[src/rtl/ps2_host_tx.sv]
// PS/2 host-to-device command transmitter using the open-drain request-to-send sequence.
// Optional build macro PS2_TX_RETRY_EN: retry a failed byte up to twice before reporting tx_error.
module ps2_host_tx #(
    parameter int unsigned SYS_FREQ         = 100_000_000,
    parameter int unsigned INHIBIT_US       = 120,
    parameter int unsigned START_TIMEOUT_US = 15000,
    parameter int unsigned BIT_TIMEOUT_US   = 2000
) (
    input  logic       clk,
    input  logic       sys_rst,
    input  logic [7:0] tx_data,
    input  logic       tx_valid,
    output logic       tx_ready,
    output logic       tx_busy,
    output logic       tx_done,
    output logic       tx_error,
    input  logic       ps2_clk_in,
    input  logic       ps2_data_in,
    output logic       ps2_clk_oe,
    output logic       ps2_data_oe,
    output logic [3:0] dbg_state
);

    localparam int unsigned CYC_PER_US = SYS_FREQ / 1_000_000;
    localparam int unsigned INH_CYC    = CYC_PER_US * INHIBIT_US;
    localparam int unsigned START_CYC  = CYC_PER_US * START_TIMEOUT_US;
    localparam int unsigned BIT_CYC    = CYC_PER_US * BIT_TIMEOUT_US;
    localparam int unsigned MAX_CYC    =
        (START_CYC > BIT_CYC) ? ((START_CYC > INH_CYC) ? START_CYC : INH_CYC)
                              : ((BIT_CYC > INH_CYC) ? BIT_CYC : INH_CYC);
    localparam int TMR_W = $clog2(MAX_CYC + 1);

    localparam logic [TMR_W-1:0] INH_LAST   = TMR_W'(INH_CYC - 1);
    localparam logic [TMR_W-1:0] START_LAST = TMR_W'(START_CYC - 1);
    localparam logic [TMR_W-1:0] BIT_LAST   = TMR_W'(BIT_CYC - 1);

    typedef enum logic [3:0] {
        S_IDLE,
        S_INHIBIT,
        S_REQ,
        S_WAIT_FIRST,
        S_SEND,
        S_ACK,
        S_WAIT_IDLE,
        S_DONE,
        S_ERROR
    } state_t;

    state_t             state;
    logic [TMR_W-1:0]   timer;
    logic [3:0]         edge_cnt;
    logic [10:0]        frame_q;
    logic [10:0]        shift;
    logic [1:0]         clk_sync;
    logic [1:0]         data_sync;
    logic               clk_prev;
    logic               clk_s;
    logic               data_s;
    logic               fall;
    logic               fail;
`ifdef PS2_TX_RETRY_EN
    logic [1:0]         attempt;
`endif

    assign dbg_state = state;
    assign clk_s     = clk_sync[1];
    assign data_s    = data_sync[1];
    assign fall      = clk_prev & ~clk_s;

    // Pins idle high through the pull-ups, so the synchronizers reset to 1.
    always_ff @(posedge clk or posedge sys_rst) begin
        if (sys_rst) begin
            clk_sync  <= 2'b11;
            data_sync <= 2'b11;
            clk_prev  <= 1'b1;
        end else begin
            clk_sync  <= {clk_sync[0], ps2_clk_in};
            data_sync <= {data_sync[0], ps2_data_in};
            clk_prev  <= clk_s;
        end
    end

    always_comb begin
        fail = 1'b0;
        case (state)
            S_WAIT_FIRST: fail = !fall && (timer == START_LAST);
            S_SEND:       fail = !fall && (timer == BIT_LAST);
            S_ACK:        fail = fall ? data_s : (timer == BIT_LAST);
            S_WAIT_IDLE:  fail = !(clk_s && data_s) && (timer == BIT_LAST);
            default:      fail = 1'b0;
        endcase
    end

    // Handshake: a byte is taken on any clk edge where tx_valid && tx_ready;
    // tx_ready is high only in IDLE and requests arriving while busy are dropped.
    always_ff @(posedge clk or posedge sys_rst) begin
        if (sys_rst) begin
            state       <= S_IDLE;
            tx_ready    <= 1'b1;
            tx_busy     <= 1'b0;
            tx_done     <= 1'b0;
            tx_error    <= 1'b0;
            ps2_clk_oe  <= 1'b0;
            ps2_data_oe <= 1'b0;
            timer       <= '0;
            edge_cnt    <= 4'd0;
            frame_q     <= 11'd0;
            shift       <= 11'd0;
`ifdef PS2_TX_RETRY_EN
            attempt     <= 2'd0;
`endif
        end else begin
            tx_done  <= 1'b0;
            tx_error <= 1'b0;
            timer    <= timer + TMR_W'(1);
            if (fail) begin
`ifdef PS2_TX_RETRY_EN
                if (attempt != 2'd2) begin
                    attempt     <= attempt + 2'd1;
                    state       <= S_INHIBIT;
                    ps2_clk_oe  <= 1'b1;
                    ps2_data_oe <= 1'b0;
                    timer       <= '0;
                    edge_cnt    <= 4'd0;
                end else
`endif
                begin
                    state       <= S_ERROR;
                    tx_error    <= 1'b1;
                    ps2_clk_oe  <= 1'b0;
                    ps2_data_oe <= 1'b0;
                end
            end else begin
                case (state)
                    S_IDLE: begin
                        timer       <= '0;
                        ps2_clk_oe  <= 1'b0;
                        ps2_data_oe <= 1'b0;
                        if (tx_valid) begin
                            // Frame word: start(0) in bit 0, then data LSB first, odd parity, stop(1).
                            frame_q    <= {1'b1, ~^tx_data, tx_data, 1'b0};
                            tx_ready   <= 1'b0;
                            tx_busy    <= 1'b1;
                            ps2_clk_oe <= 1'b1;
                            edge_cnt   <= 4'd0;
                            state      <= S_INHIBIT;
`ifdef PS2_TX_RETRY_EN
                            attempt    <= 2'd0;
`endif
                        end
                    end
                    S_INHIBIT: begin
                        if (timer == INH_LAST) begin
                            ps2_data_oe <= 1'b1;
                            shift       <= frame_q;
                            state       <= S_REQ;
                        end
                    end
                    S_REQ: begin
                        ps2_clk_oe <= 1'b0;
                        timer      <= '0;
                        state      <= S_WAIT_FIRST;
                    end
                    S_WAIT_FIRST: begin
                        if (fall) begin
                            edge_cnt    <= 4'd1;
                            ps2_data_oe <= ~shift[1];
                            shift       <= {1'b1, shift[10:1]};
                            timer       <= '0;
                            state       <= S_SEND;
                        end
                    end
                    S_SEND: begin
                        if (fall) begin
                            edge_cnt    <= edge_cnt + 4'd1;
                            ps2_data_oe <= ~shift[1];
                            shift       <= {1'b1, shift[10:1]};
                            timer       <= '0;
                            // Edge 10 puts the stop bit out; the next edge carries the ACK.
                            if (edge_cnt == 4'd9) begin
                                state <= S_ACK;
                            end
                        end
                    end
                    S_ACK: begin
                        if (fall) begin
                            edge_cnt <= 4'd11;
                            timer    <= '0;
                            state    <= S_WAIT_IDLE;
                        end
                    end
                    S_WAIT_IDLE: begin
                        if (clk_s && data_s) begin
                            tx_done <= 1'b1;
                            state   <= S_DONE;
                        end
                    end
                    S_DONE, S_ERROR: begin
                        ps2_clk_oe  <= 1'b0;
                        ps2_data_oe <= 1'b0;
                        tx_ready    <= 1'b1;
                        tx_busy     <= 1'b0;
                        state       <= S_IDLE;
                    end
                    default: begin
                        ps2_clk_oe  <= 1'b0;
                        ps2_data_oe <= 1'b0;
                        tx_ready    <= 1'b1;
                        tx_busy     <= 1'b0;
                        state       <= S_IDLE;
                    end
                endcase
            end
        end
    end

endmodule

[config.mk]
export PLATFORM = sky130hd
export DESIGN_NAME = ps2_host_tx
export DESIGN_NICKNAME = d
export VERILOG_FILES = /design/src/rtl/ps2_host_tx.sv
export SDC_FILE = /design/constraint.sdc
export NUM_CORES = 1
export LEC_CHECK = 0
export ABC_AREA = 1
export CAP_MARGIN = 25
export CORE_MARGIN = 2
export CORE_UTILIZATION = 64
export CTS_BUF_LIST = sky130_fd_sc_hd__clkbuf_16
export CTS_CLUSTER_DIAMETER = 30
export DETAILED_ROUTE_END_ITERATION = 7
export PLACE_DENSITY = 0.93
export SYNTH_ARGS = -nofsm -noshare
export SYNTH_HDL_FRONTEND = slang
export SYNTH_SLANG_ARGS = --single-unit
[constraint.sdc]
create_clock -name clk -period 6.1 [get_ports clk]
set_clock_uncertainty 0.1 [all_clocks]
set_input_delay 1.22 -clock clk [delete_from_list [all_inputs] [get_ports clk]]
set_output_delay 1.22 -clock clk [all_outputs]
set_load 0.02 [all_outputs]
==> results.cfg <==
[outcome]
status = finished, final reports clean

[setup_path]
r2r_cells = 9
cp_max_fo = 9
critical_path_class = flip-flop to output pin
worst_path_max_delay_cell = clkdlybuf4s50_1
required_ns = 4.78
critical_path.top_delay_family = buffers and inverters
startpoint = dbg_state[0]
cp_slowest_stage_delay_ns = 0.69
timing.rr.start = timer[0]
path_depth = 1
start_kind = flip-flop
arrival_ns = 1.62
cp.buffers_inverters = 1
endpoint_kind = output pin
crit_chain = clkdlybuf4s50_1

[clocking]
holdBufCountCts = 0
clk_path_buf_depth = 2
cts.sinks = 60
cts_resized = 0
path_clk_slew_ns = 0.05
cts_made_buffers = 9
cts_root_buffer = clkbuf_16
cts_tree = yes
clk_latency_ns = 0.34
cts_setup_buffers = 0
htree_levels = 3

[synthesis]
yosysWarnings = 0
synth_cell_type_count = 37
avgSynthCellArea_sq_um = 7.98
synth_nets = 442
synthesis.area_sq_um = 3400
netlist_instances = 426
synth_seq_cells = 60
ys_seq_area_share_pct = 44.4

[hold_path]
min_path_type = flip-flop to flip-flop
min_path_cells = 0
hp-start = clk_sync[0]

[floorplan]
start_util_pct = 66.6
dieArea_sq_um = 5910
dieWidth_microns = 76.9
coreArea_sq_um = 5110
die_y_microns = 76.9
rows = 26
ios = 23

[power]
p_leak_nw = 1.91
ir_drop_mv = 0.268
power.density_nw_per_um2 = 496

[grt]
grt_pass1_vias = 2875
grt_antenna_before_repair = 0
grt_pass1_wl_microns = 12900
grt_max_degree = 61
overflow = 0
groute.usage.overall_pct = 27.9

[place]
post-place-ws_ns = 3.24
dp.cells = 510
placed_area_sq_um = 3640
gp_congestion = 0.857
place_hpwl_microns = 4790
io_buffer_count = 22

[drt]
wl_met1_microns = 3110
met3_length_microns = 593
wirelength_microns = 7840
routed.top_layer = met4
drcViolationCount = 0
ant_nets = 0
drt-pass1-iter-count = 6
num_vias = 3015
vias_per_cell = 5.72
wl_per_cell_microns = 14.9
met2WireLength_microns = 3830
drtIter0Drc = 446

[cells_and_area]
final_nets = 468
diodes = 0
layout_commonest_cell = nand2_1
areaGrowthSynthToFinish_pct = 17.3
drive_gt1_share_pct = 14.4
final_cell_mix = 122 x nand2_1, 54 x dfrtp_1, 45 x inv_1, 40 x nor2_1, 24 x nand3_1
finalInstanceArea_sq_um = 3990
layout.cells.non_filler = 527

[job]
max_cap_viol_count = 0

[timing]
slew_violations = 0
fmax_ghz = 0.341
fin_tns_setup_ns = 0
worst_slack_ns = 3.16
period_needed_ns = 2.94
maxSlewHeadroom_pct = 51.9
period_share_pct = 48.1
rsz0062_at_grt = no
final-setup-viol-count = 0
tightest_slew_ns = 0.722
finalHoldViolations = 0
logic make-up (layout without fill, tap and decap cells):
family / after synthesis / after routing / share of synthesized area [%]
AOI/OAI and AO/OA: 52 / 52 / 9.68
adders and majority gates: 3 / 3 / 1.10
buffers and inverters: 62 / 93 / 8.13
xor gates and xnor gates: 23 / 23 / 5.92
and+or+nand+nor: 226 / 226 / 30.8
DFF: 60 / 60 / 44.4
synthesized netlist by cell type, drive strengths merged:
cell type,count,area share [%]
nor3,4,0.88
nand3b,2,0.44
nand2,130,15
o211ai,2,0.44
nor2,48,6.2
a21oi,21,4.1
a31oi,1,0.18
dfrtp,54,40
dfstp,6,4.6
xor2,8,2.1
inv,53,6.0
o21ai,25,3.8
ha,3,1.1
a22oi,1,0.63
o21bai,1,0.22
xnor2,15,3.9
or2,1,0.18
nand3,28,5.2
nand4,13,2.6
a21boi,1,0.33
buf,9,2.1
metal layers:
metal	vias to the layer above	GRT usage [%]
li1	1404	-
met1	1400	34.4
met2	170	46.1
met3	41	6.71
met4	0	13.8
met5	-	0
worst paths after layout:
path / to / slack, ns
hold reg to reg: clk_sync[1] / 0.26
max in group asynchronous: dbg_state[1] / 4.11
hold / removal: clk_sync[1] / 0.26
setup / recovery: dbg_state[0] / 3.16
min in group asynchronous: edge_cnt[0] / 1.31
setup reg to reg: shift[4] / 3.69
cell type report:
| cell class | instances | area (sq um) |
|---|---|---|
| clock buffer | 9 | 225 |
| clock inverter | 7 | 106 |
| fill | 323 | 1120 |
| inverter | 53 | 204 |
| multi-input combinational | 304 | 1620 |
| sequential | 60 | 1510 |
| tap | 70 | 87.6 |
| timing repair buffer | 24 | 243 |
where the power goes:
part           switching (W)  leakage [nW]  internal (W)
logic               0.000554         0.976      0.000273
clock network       0.000195         0.163      0.000365
registers          0.0000805         0.768      0.000511
total               0.000830          1.91       0.00115
flip-flops by register name, indices dropped and copies added, names as in the netlist, 2 cells and up:
register / count
clk_sync: 2
dbg_state: 4
timer: 21
data_sync: 2
frame_q: 10
shift: 10
edge_cnt: 4
metrics by stage:
| step | hold WS, ns | power [W] | util [%] |
|---|---|---|---|
| floorplan | 0.245 | 0.00121 | - |
| global placement | 0.245 | 0.00133 | 71.3 |
| detailed placement | 0.251 | 0.00137 | 71.3 |
| CTS | 0.259 | 0.00195 | 77.8 |
| global route | 0.262 | 0.00209 | 78.1 |
| finish | 0.259 | 0.00198 | 78.1 |
No activity file was read; power rests on OpenSTA's default activity.
